===== config.mk =====
export PLATFORM = sky130hd
export DESIGN_NAME = ram_unshifter
export DESIGN_NICKNAME = d
export VERILOG_FILES = /design/src/rtl/ram_unshifter.sv
export SDC_FILE = /design/constraint.sdc
export NUM_CORES = 1
export LEC_CHECK = 0
export ABC_AREA = 1
export CAP_MARGIN = 40
export CORE_ASPECT_RATIO = 0.9
export CORE_MARGIN = 3
export CORE_UTILIZATION = 45
export DETAILED_ROUTE_END_ITERATION = 8
export GPL_TIMING_DRIVEN = 1
export MAX_ROUTING_LAYER = met4
export PLACE_DENSITY = 0.84
export SYNTH_ARGS = -nofsm -noshare
export SYNTH_HDL_FRONTEND = slang
export SYNTH_SLANG_ARGS = --single-unit

===== constraint.sdc =====
create_clock -name clk -period 1.34 [get_ports clk]
set_input_delay 0.201 -clock clk [delete_from_list [all_inputs] [get_ports clk]]
set_output_delay 0.201 -clock clk [all_outputs]
set_load 0.05 [all_outputs]

===== src/rtl/ram_unshifter.sv =====
// Scans a 1-bit RAM bank into an IO_WIDTH word. out_valid rises IO_WIDTH cycles after SCAN entry.
// The word is held in HOLD until out_ready is seen; scanning stalls for as long as the consumer does.
module ram_unshifter #(
  parameter int IO_WIDTH   = 16,
  parameter int ADDR_WIDTH = 4
) (
  input  logic                  clk,
  input  logic                  rst_n,
  input  logic                  en,
  input  logic                  bank_req,
  output logic [ADDR_WIDTH-1:0] ram_addr,
  output logic                  ram_bank,
  input  logic                  ram_dout,
  output logic [IO_WIDTH-1:0]   out_data,
  output logic                  out_valid,
  input  logic                  out_ready,
  output logic [7:0]            frame_cnt
);

  generate
    if (IO_WIDTH != 2**ADDR_WIDTH) begin : g_bad_params
      $error("ram_unshifter: IO_WIDTH must equal 2**ADDR_WIDTH");
    end
  endgenerate

  typedef enum logic [1:0] {IDLE, SCAN, HOLD} state_t;

  state_t              state, state_nxt;
  logic [IO_WIDTH-1:0] shreg, word_nxt;
  logic                last_bit, handshake, start;

  always_comb begin
    word_nxt           = shreg;
    word_nxt[ram_addr] = ram_dout;
    last_bit           = (ram_addr == ADDR_WIDTH'(IO_WIDTH - 1));
    handshake          = (state == HOLD) && out_valid && out_ready;
    // A frame starts either from idle or directly out of a completed handshake.
    start              = en && ((state == IDLE) || handshake);
  end

  always_comb begin
    state_nxt = state;
    case (state)
      IDLE:    if (en) state_nxt = SCAN;
      SCAN:    if (last_bit) state_nxt = HOLD;
      HOLD:    if (handshake) state_nxt = en ? SCAN : IDLE;
      default: state_nxt = IDLE;
    endcase
  end

  always_ff @(posedge clk or negedge rst_n) begin
    if (!rst_n) state <= IDLE;
    else        state <= state_nxt;
  end

  always_ff @(posedge clk or negedge rst_n) begin
    if (!rst_n) begin
      ram_addr  <= '0;
      ram_bank  <= 1'b0;
      shreg     <= '0;
      out_data  <= '0;
      out_valid <= 1'b0;
      frame_cnt <= '0;
    end else begin
      if (start) begin
        ram_bank <= bank_req;
        ram_addr <= '0;
      end
      if (state == SCAN) begin
        shreg <= word_nxt;
        if (last_bit) begin
          out_data  <= word_nxt;
          out_valid <= 1'b1;
          ram_addr  <= '0;
        end else begin
          ram_addr  <= ram_addr + ADDR_WIDTH'(1);
        end
      end
      if (handshake) begin
        out_valid <= 1'b0;
        frame_cnt <= frame_cnt + 8'd1;
      end
    end
  end

endmodule


# Word-level counts from Yosys, hierarchy flattened
# Cells that the tools add are included.
dict set report totals {
  register_bits 48
}
dict set report op_classes {
  n_addsub 2
  magnitude_cmp 2
  eq_ne 6
  muxes 14
  n_reduce_logical 12
}
# operator n
set ops {}
lappend ops {{bitwise mux 16 bit} 1}
lappend ops {{2-to-1 mux 4 bit} 3}
lappend ops {{adder 8 x 1 -> 8 bit, second input constant} 1}
lappend ops {{2-to-1 mux 2 bit} 3}
lappend ops {{!= test 2 bit, second input constant} 3}
lappend ops {{case mux 2 bit (3 select lines)} 1}
lappend ops {{nonzero test 2 bit} 3}
lappend ops {{less-than comparator 4 x 5 -> 1 bit, second input constant} 1}
lappend ops {{2-to-1 mux 1 bit} 5}
lappend ops {{adder 4 x 1 -> 4 bit, second input constant} 1}
lappend ops {{demux 1 bit (select 4 bit)} 1}
lappend ops {{== test 4 bit, second input constant} 1}
lappend ops {{>= comparator 4 x 1 -> 1 bit, second input constant} 1}
lappend ops {{logical AND 1 bit} 4}
lappend ops {{AND reduction 2 bit} 2}
lappend ops {{AND reduction 3 bit} 1}
lappend ops {{== test 2 x 1 -> 1 bit, second input constant} 1}
lappend ops {{== test 2 bit, second input constant} 1}
lappend ops {{zero test 2 bit} 1}
lappend ops {{logical OR 1 bit} 1}

# Depth between registers and ports, before layout
# Gate-level depths: netlist (run 1).
dict set report logic_depth {
  depth_word 7
  mapped_depth 9
  ltp_nobuf 7
}

# Worst setup path after synthesis (run 1)
# No wires, ideal clock.
dict set report synth_path {
  kind {register to register}
  from {register ram_addr[0]}
  to {register out_data[8]}
  setup_ns 0.123
  arrival_time_ns 1.604
  required_ns 1.217
  setup_slack_ns -0.387
  stages_incl_launch_ff 8
  n_path_buf 1
  cell_sequence {dfrtp_1 > ha_1 > nand2_4 > nor2_8 > inv_2 > buf_2 > nand2_1 > o21ai_2}
}
dict set report synth_between {
  elab_chain_cells 5
  elab_cells_between_ends 8
  cone_classes {order compare (2); eq/ne (1); mux (3); reduce/logical (2)}
}
# item line
set synth_rtl {}
lappend synth_rtl {{start, declared} 11} ;# output logic [ADDR_WIDTH-1:0] ram_addr,
lappend synth_rtl {{start signal, assigned} 76} ;# ram_addr <= ram_addr + ADDR_WIDTH'(1);
lappend synth_rtl {{less-than comparator 4 x 5 -> 1 bit (not written as such) or >= comparator 4 x 1 -> 1 bit (tied branches)} 34} ;# word_nxt[ram_addr] = ram_dout;
lappend synth_rtl {{logical AND 1 bit (not written as such)} 34}
lappend synth_rtl {{2-to-1 mux 1 bit (not written as such)} 34}
lappend synth_rtl {{demux 1 bit (select 4 bit)} 34}
lappend synth_rtl {{bitwise mux 16 bit} 34}
lappend synth_rtl {{end signal, assigned} 72} ;# out_data <= word_nxt;
lappend synth_rtl {{end, declared} 14} ;# output logic [IO_WIDTH-1:0] out_data,
# Several ways; a longest one is shown, not always the timed one.
# A chain may end at the register's enable or synchronous reset.

# Worst setup path after layout (run 1)
dict set report layout_path {
  from {register ram_addr[0]}
  to {register shreg[6]}
}
dict set report layout_between {
  elab_chain_cells 5
  elab_cells_between_ends 6
  cone_classes {order compare (2); mux (3); reduce/logical (1)}
}
# item line
set layout_rtl {}
lappend layout_rtl {{less-than comparator 4 x 5 -> 1 bit (not written as such) or >= comparator 4 x 1 -> 1 bit (tied branches)} 34}
lappend layout_rtl {{logical AND 1 bit (not written as such)} 34}
lappend layout_rtl {{2-to-1 mux 1 bit (not written as such)} 34}
lappend layout_rtl {{demux 1 bit (select 4 bit) (*)} 34}
lappend layout_rtl {{bitwise mux 16 bit (*)} 34}
lappend layout_rtl {{end signal, assigned} 70} ;# shreg <= word_nxt;
lappend layout_rtl {{end, declared} 29} ;# logic [IO_WIDTH-1:0] shreg, word_nxt;
# Mark *: on every way between the ends. The rest lies on a longest branch, timed or not.

==> flow_results.org, run 1 <==
** Status
- Result of the run :: completed

** Clock network
- Number of clock buffers inserted by TritonCTS :: 5
- The H-tree was split into 2 levels.
- Clock sink count :: 47
- Clock tree synthesis selected as its root buffer the cell sky130_fd_sc_hd__clkbuf_8.
- Maximum clock insertion buffer count :: 2
- TritonCTS built the clock tree.
- Skew-Pair Late Insertion Delay :: just over 0.3 ns
- CTS clock-pin slew for the worst setup and hold paths :: around 0.090 ns

** Worst setup path
- Category of the worst setup path capture point :: register
- For the worst setup path, the data required time is 1.57 ns.
- The kind of cell with the highest combined delay along the critical path is flip-flops.
- The critical path in this run is classified as register to register.
- Cell Chain, Critical Path :: inv_2 > ha_2 > nand3_1 > nand2_1 > o21ai_2 > o21ai_0
- On the worst path, the slowest cell contributes a delay of between 0.4 and 0.5 ns.
- The slowest stage of the critical path is the sky130_fd_sc_hd__dfrtp_2 cell.
- Crit path max fanout :: 4
- Kind of launch point of the worst setup path :: register
- Counting both buffers and inverters, the worst setup path holds a total of 1.
- At the worst endpoint, the arrival time is ~1.6 ns.

** GRT
- Largest net degree at the start of global routing :: 29
- Vias in the first global route :: 1912
- The number of antenna violations at the first check in global routing is 0.
- Global-route wire length before repair :: a little under 9000 um
- For this run, the total global-route usage over all layers was measured as between 10% and 20%.
- The total overflow left after global routing is 0.

** Layout
- Of the cells placed in the final design, the portion with a size suffix greater than 1 is between 30% and 40%.
- Number of fill cells :: just under 300
- The area growth from synthesis to layout is 51.4%.
- The top cell types in the final layout, fill and taps aside, are sky130_fd_sc_hd__nand2_1 (72), sky130_fd_sc_hd__dfrtp_1 (39), sky130_fd_sc_hd__buf_12 (35), sky130_fd_sc_hd__inv_1 (28), sky130_fd_sc_hd__o21ai_0 (22).
- Post-layout util :: between 70% and 80%
- The library cell used most frequently in the layout, excluding fill and tap cells, is sky130_fd_sc_hd__nand2_1.
- The number of antenna diodes in the final layout is 0.
- Count of nets after finishing :: 333
- The finished cells cover 3430 sq um.
- Non-filler cells, final :: 385

** Placed design
- After detailed placement, the design holds a cell count of roughly 380.
- Before CTS, the worst setup slack after placement is -0.0763 ns.
- Final RePlAce weighted congestion :: about 0.87
- Input and output buffers added on the ports amount to 35.
- Once placement finished, the instance area stood at roughly 3200 sq um.
- After legalization and detailed placement, the total HPWL measured approximately 3700 um.

** Synthesis
- Synthesized instance count :: roughly 270
- Counting distinct cell types in the post-synthesis netlist gives 23.
- The Yosys step of the flow raised 0 warnings.
- Mean Syn Cell Area :: approximately 8.4 sq um
- Xor and xnor area share after synthesis :: approximately 1.5%
- Area of the mapped netlist :: between 2000 and 2500 sq um
- Dominant combinational cell family by area after synthesis :: simple AND/OR/NAND/NOR gates
- FF+latch count, synth :: 47
- Post-synth net total :: 280
- Of all flip-flops after synthesis, the portion carrying an async set or reset was 100%.
- The synthesized netlist devotes approximately 12% of its cell area to compound gates.
- Predominant post-synthesis flop cell :: sky130_fd_sc_hd__dfrtp_1
- The top cell type by area accounts for 51.9% of the synthesized area.
- Cells taking the most area after synthesis :: sky130_fd_sc_hd__dfrtp_1 (52%), sky130_fd_sc_hd__nand2_1 (14%), sky130_fd_sc_hd__o21ai_0 (7.7%)
- After synthesis, the share of cell area in mux cells is 0%.
- Synth Area in Adders :: roughly 2.8%
- The synthesized design contains 0 enable-type register cells.
- Sequential cells were found to cover just over 50% of the synthesized design area.
- Most area-hungry cell type in the Yosys netlist :: sky130_fd_sc_hd__dfrtp_1
- Summing the areas of all and, or, nand and nor instances in the mapped netlist gives a little under a quarter of the synthesized area.

** Floorplan
- The floorplan step defined a core boundary enclosing 4660 sq um.
- Die H :: between 70 and 80 um
- The die covers between 5000 and 6000 sq um.
- Number of placement rows :: 23
- The initial utilization of the core area, before any placement, comes to ~50%.
- 36 I/O pins were placed.
- The die is roughly 81 um wide.

** Timing
- Total count of max-transition violations in the final report :: 0
- Min setup slack post-route :: around 0.012 ns
- Period Utilization, post-route :: just under 100%
- RSZ-0062 raised after global routing :: true
- Setup violations remaining at the end of the flow were counted as 0.
- Worst slew margin relative to its limit :: 79.4%
- At the pin with the least slew margin, the transition time is 0.309 ns.
- Final critical-path required period :: around 1.3 ns
- F_max :: 753 MHz
- On the final layout, the worst clock skew is approximately 0.0084 ns.
- Hold Violations, Final :: 0

** Pwr
- Reported leakage power :: roughly 1.6 nW
- The worst-case IR drop observed on VDD is ~1.6 mV.
- In this run the power density over the cells is 2590 nW/um^2.
- The design draws 8.88 mW.

** Detailed routing
- Drt wl/cell :: ~14 um
- Post-route ant nets :: 0
- The first TritonRoute pass finished after 4 iterations.
- The routed design has ~5300 um of wire.
- The first routing iteration left 160 violations.
- In the routed design, unresolved DRC markers number 0.
- Vias per inst :: 5.12
- Summing over every cut layer, the via total after detailed routing is around 2000.

** Min path
- In this run the worst hold path is classified as primary input to asynchronous set/reset pin.

** Run
- Number of maximum-capacitance violations :: 0
[Yosys cell counts, types with 3 or more instances]
| cell | n |
|---|---|
| sky130_fd_sc_hd__nand4_1 | 3 |
| sky130_fd_sc_hd__o21ai_0 | 35 |
| sky130_fd_sc_hd__ha_1 | 5 |
| sky130_fd_sc_hd__o21ai_2 | 10 |
| sky130_fd_sc_hd__dfrtp_1 | 47 |
| sky130_fd_sc_hd__buf_2 | 3 |
| sky130_fd_sc_hd__nor2_1 | 7 |
| sky130_fd_sc_hd__nand2_1 | 86 |
| sky130_fd_sc_hd__nand3_1 | 21 |
| sky130_fd_sc_hd__inv_1 | 30 |
[registers in the layout, summed over array words and instances, names as in the netlist]
name       cells
out_data      16
shreg         15
frame_cnt      8
ram_addr       4
state          2
out_valid      1
ram_bank       1
[cell families (layout without fill, tap and decap cells)]
logic type,Yosys count,count (layout)
fa+ha+maj,5,5
buf+inv,42,96
simple gates,123,123
xor+xnor,4,4
flops,47,47
compound gates,48,48
[stage by stage]
stage                     setup TNS, ns  hold WS (ns)
after floorplan                   -1.83       -0.0946
after global placement           -0.114         0.105
after detailed placement         -0.589         0.108
after CTS                       -0.0726         0.311
after global routing             -0.607         0.337
final                                 0         0.302
[cell type report]
cell class	instances	area, sq um	share of cell area, %
Inverter	33	134	3.90
Sequential cell	47	1190	34.5
Timing Repair Buffer	55	878	25.6
Clock buffer	6	82.6	2.41
Multi-Input combinational cell	180	1040	30.3
Clock inverter	2	35.0	1.02
Tap cell	62	77.6	2.26
[worst reg2reg max path, delay by kind of cell (launching register included)]
family | cells | cell delay, ns
flip-flops | 1 | 0.47
AND/OR/NAND/NOR | 2 | 0.23
adder cells (fa/ha/maj) | 1 | 0.24
buffers and inverters | 1 | 0.11
AO/OA/AOI/OAI | 2 | 0.21
[power by group]
part	total, mW	switching, mW	internal, mW	leakage, nW
clock network	1.08	0.480	0.604	0.0612
logic	5.16	2.83	2.33	1.00
registers	2.64	0.612	2.02	0.558
total	8.88	3.92	4.96	1.62
[timing repair]
item | 4_1_cts | 5_1_grt
cloned | 0 | 1
resized for setup | 4 | 34
endpoints found under the hold margin | 11 | 0
endpoints found under the setup margin | 10 | 28
hold buffers | 1 | 0
setup buffers | 0 | 0
[final timing paths]
check	depth (start not counted)	from	slack, ns	endpoint
setup / recovery	6	ram_addr[0]$_DFFE_PN0P_	0.01	shreg[6]$_DFFE_PN0P_
hold / removal	2	rst_n	0.30	out_data[2]$_DFFE_PN0P_
setup reg to reg	6	ram_addr[0]$_DFFE_PN0P_	0.01	shreg[6]$_DFFE_PN0P_
min in group clk	3	bank_req	0.47	ram_bank$_DFFE_PN0P_
max in group asynchronous	3	rst_n	0.54	out_valid$_DFFE_PN0P_
hold reg to reg	2	shreg[2]$_DFFE_PN0P_	0.50	shreg[2]$_DFFE_PN0P_
[layer usage]
| metal | wire length, um | vias to the layer above | share of wire [%] | GRT usage (%) |
|---|---|---|---|---|
| met4 | 63 | 0 | 1.2 | 8.07 |
| met3 | 279 | 8 | 5.3 | 3.43 |
| met1 | 2250 | 951 | 43 | 26.9 |
| met2 | 2680 | 47 | 51 | 29.2 |
| li1 | - | 964 | - | - |
| met5 | 0 | - | 0 | - |
Power figures use the tool's default switching activity.
==> inputs of run 2 (changes only) <==
CELL_PAD_IN_SITES_DETAIL_PLACEMENT = 1   (was unset)
CELL_PAD_IN_SITES_GLOBAL_PLACEMENT = 2   (was unset)
CORE_UTILIZATION = 28   (was 45)
PLACE_DENSITY = 0.86   (was 0.84)
==> flow_results.org, run 2 (synthesized netlist as in run 1, its figures left out) <==
** Worst setup path
- Data arrival time of the critical path :: 1.51 ns (was 1.56 ns)
- Setup CP Type :: register to register (unchanged)
- Register-to-register setup slack :: 0.01 ns (about the same)
- Buffering stage count on the worst path with inverters included :: 1 (unchanged)
- The category of the worst setup path capture point is a register (unchanged).
- The biggest fanout along the worst timing path is 4 (unchanged).
- Startpoint of the worst register-to-register path :: ram_addr[0]$_DFFE_PN0P_ (unchanged)
- Depth of the worst register-to-register path :: 6 (unchanged)
- The critical path launch point type was a register (unchanged).
- Cell type of the slowest stage on the worst timing path :: sky130_fd_sc_hd__dfrtp_2 (unchanged)
- Largest stage delay on the critical path :: 0.48 ns (was 0.47 ns)
- The required time at the worst-slack endpoint is 1.53 ns (was 1.57 ns).
- Cell depth of the worst setup path :: 6 (unchanged)
- Capture instance of the worst register-to-register path :: shreg[5]$_DFFE_PN0P_ (was shreg[6]$_DFFE_PN0P_)
- Cell Chain, Critical Path: buf_6 > ha_4 > nand3_1 > nand2_1 > o21ai_2 > o21ai_0 (was inv_2 > ha_2 > nand3_1 > nand2_1 > o21ai_2 > o21ai_0).
- The largest delay contributor family on the critical path is flip-flops (unchanged).

** Timing
- Total count of max-transition violations in the final report :: 0 (unchanged)
- The final count of hold timing violations came to 0 (unchanged).
- The minimum clock period after layout came to 1.33 ns (about the same).
- The transition time of the tightest slew-check pin is 0.266 ns (was 0.309 ns).
- Min setup slack post-route :: 0.0149 ns (was 0.0118 ns)
- The worst clock skew on the final layout was 0.0108 ns (was 0.00843 ns).
- Final setup violation count :: 0 (unchanged)
- RSZ-0062 raised after global routing: true (unchanged).
- Setup TNS :: 0 ns (unchanged)
- Period Utilization, post-route :: 98.9% (was 99.1%)
- F_max :: 755 MHz (was 753 MHz)
- The post-route worst hold slack came to 0.415 ns (was 0.302 ns).
- Worst slew margin relative to its limit :: 82.3% (was 79.4%)

** Clock network
- The clock tree from TritonCTS is done (unchanged).
- The number of levels in the clock H-tree is 2 (unchanged).
- CTS clock-pin slew for the worst setup and hold paths :: 0.09 ns (about the same)
- The clock tree root driver cell is sky130_fd_sc_hd__clkbuf_8 (unchanged).
- Skew-Pair Late Insertion Delay :: 0.30 ns (was 0.31 ns)
- The total clock sinks is 47 (unchanged).
- The number of buffers created by CTS was 5 (unchanged).
- Maximum clock insertion buffer count :: 2 (unchanged)

** Layout
- Most common cell after layout, fill and taps aside :: sky130_fd_sc_hd__nand2_1 (unchanged)
- Top library cells by usage in the layout, fill and taps aside: sky130_fd_sc_hd__nand2_1 (74), sky130_fd_sc_hd__dfrtp_1 (37), sky130_fd_sc_hd__buf_12 (33), sky130_fd_sc_hd__inv_1 (27) (was sky130_fd_sc_hd__nand2_1 (72), sky130_fd_sc_hd__dfrtp_1 (39), sky130_fd_sc_hd__buf_12 (35), sky130_fd_sc_hd__inv_1 (28), sky130_fd_sc_hd__o21ai_0 (22)).
- Largest regs: out_data: 16 flops, shreg: 15 flops, frame_cnt: 8 flops (unchanged).
- Layout Area Growth over Synthesis :: 53.6% (was 51.4%)
- Area of combinational cells with multiple inputs :: 1050 sq um (was 1040 sq um)
- The register with the most flip-flops is out_data (unchanged).
- Share of post-route cells with drive strength above 1 :: 37.1% (was 35.9%)
- The number of antenna cells inserted is 0 (unchanged).
- The end-of-flow core utilization came to 45.3% (was 73.6%).
- The layout filler cell count came to 851 (was 296).
- The area taken by flip-flops and latches came to 1190 sq um (about the same).
- The flip-flop count of the largest register after layout came to 16 (unchanged).
- The final-stage net count was 339 (was 333).
- The final design instance area without fill was 3480 sq um (was 3430 sq um).
- Non-filler cells, final :: 425 (was 385)

** GRT
- The number of antenna violations at the first check in global routing came to 0 (unchanged).
- Vias in the first global route :: 2087 (was 1912)
- Largest net degree at the start of global routing :: 48 (was 29)
- Remaining Overflow, GRT :: 0 (unchanged)
- Total GRT Usage :: 14.2% (was 19.7%)
- The wire length of the first global-routing pass is 9980 um (was 8760 um).

** Floorplan
- Die Area :: 9210 sq um (was 5930 sq um)
- Effective utilization at floorplan :: 29.5% (was 48.6%)
- The row count was 30 (was 23).
- The standard cell core area came to 7690 sq um (was 4660 sq um).
- Die H :: 91.4 um (was 73.3 um)
- The chip width is 101 um (was 80.8 um).
- The I/O pin total was 36 (unchanged).

** Run
- The number of max-cap violations came to 0 (unchanged).

** Detailed routing
- The residual antenna-violating net count after detailed routing was 0 (unchanged).
- The residual DRC count came to 0 (unchanged).
- The vias per cell came to 4.68 (was 5.12).
- Top layer reached by signal wires :: met4 (unchanged)
- The length of the first detailed-routing pass in iterations is 4 (unchanged).
- Routed wire length :: 6410 um (was 5270 um)
- Drt wl/cell :: 15.1 um (was 13.7 um)
- The wire length on met2 was 3160 um (was 2680 um).
- The total via count in the routed design is 1987 (was 1970).
- Drt first-iter violations :: 46 (was 160)
- Amount of wire on met3 after detailed routing :: 134 um (was 279 um)
- Met1 layer wirelength in the final routing :: 2990 um (was 2250 um)

** Placed design
- The HPWL reported at the end of detailed placement was 4320 um (was 3720 um).
- The placed standard-cell area was 3190 sq um (was 3170 sq um).
- Port Buffer Count :: 35 (unchanged)
- The global placer's final weighted congestion is 0.730 (was 0.872).
- Placed instance count :: 410 (was 375)
- Place WS :: -0.119 ns (was -0.0763 ns)

** Min path
- The worst hold-check path type is primary input to asynchronous set/reset pin (unchanged).

** Pwr
- Overall Power :: 8.93 mW (was 8.88 mW)
- Reported leakage power :: 1.63 nW (was 1.62 nW)
- Highest ir drop seen on vdd :: 1.58 mV (was 1.65 mV)
- The ratio of total power to cell area came to 2560 nW/um^2 (was 2590 nW/um^2).

** Status
- Result of the run :: completed (unchanged)
run 2: where the power goes:
part / internal [mW] / total, mW / switching, mW
Combinational: 2.45 / 5.43 / 2.98
Clock: 0.367 / 0.844 / 0.477
Sequential: 2.02 / 2.66 / 0.637
run 2: how the worst max path moves through the flow:
stage                                           to  slack [ns]                    start
final                         shreg[5]$_DFFE_PN0P_        0.01  ram_addr[0]$_DFFE_PN0P_
after global routing          shreg[5]$_DFFE_PN0P_       -0.09  ram_addr[1]$_DFFE_PN0P_
after CTS                     shreg[8]$_DFFE_PN0P_       -0.01  ram_addr[1]$_DFFE_PN0P_
after detailed placement  frame_cnt[5]$_DFFE_PN0P_       -0.12                out_ready
after global placement     ram_addr[1]$_DFFE_PN0P_       -0.05                out_ready
after floorplan            out_data[7]$_DFFE_PN0P_       -0.11  ram_addr[3]$_DFFE_PN0P_
run 2: layout make-up:
class                           count  area share (%)
Sequential cell                    47            34.1
Multi-Input combinational cell    180            30.0
Timing Repair Buffer               61            26.1
Inverter                           33            3.92
Tap cell                           96            3.45
Clock buffer                        7            2.19
Clock inverter                      1           0.144
run 2: repair_timing:
item                                    in CTS  in global routing
endpoints found under the setup margin       9                 36
pin swaps                                    0                  6
resized for setup                            9                 41
endpoints found under the hold margin       47                  0
gates cloned                                 0                  2
setup buffers                                0                  4
hold buffers                                 1                  0
run 2: metal layers:
layer | up-vias | GRT usage [%]
li1 | 967 | -
met1 | 986 | 17.7
met2 | 27 | 22.1
met3 | 7 | 3.23
met4 | 0 | 5.72
met5 | - | -
run 2: worst register-to-register path, delay by kind of cell, from the launching register on:
family | cells | cell delay (ns)
AND/OR/NAND/NOR | 2 | 0.24
buffers and inverters | 1 | 0.14
adder cells (fa/ha/maj) | 1 | 0.16
AO/OA/AOI/OAI | 2 | 0.19
flip-flops | 1 | 0.48
==> inputs of run 3 (changes only) <==
SLEW_MARGIN = 20   (was unset)
==> results of run 3 <==
No change in the layout: final DEF, timing and power equal those of run 2.
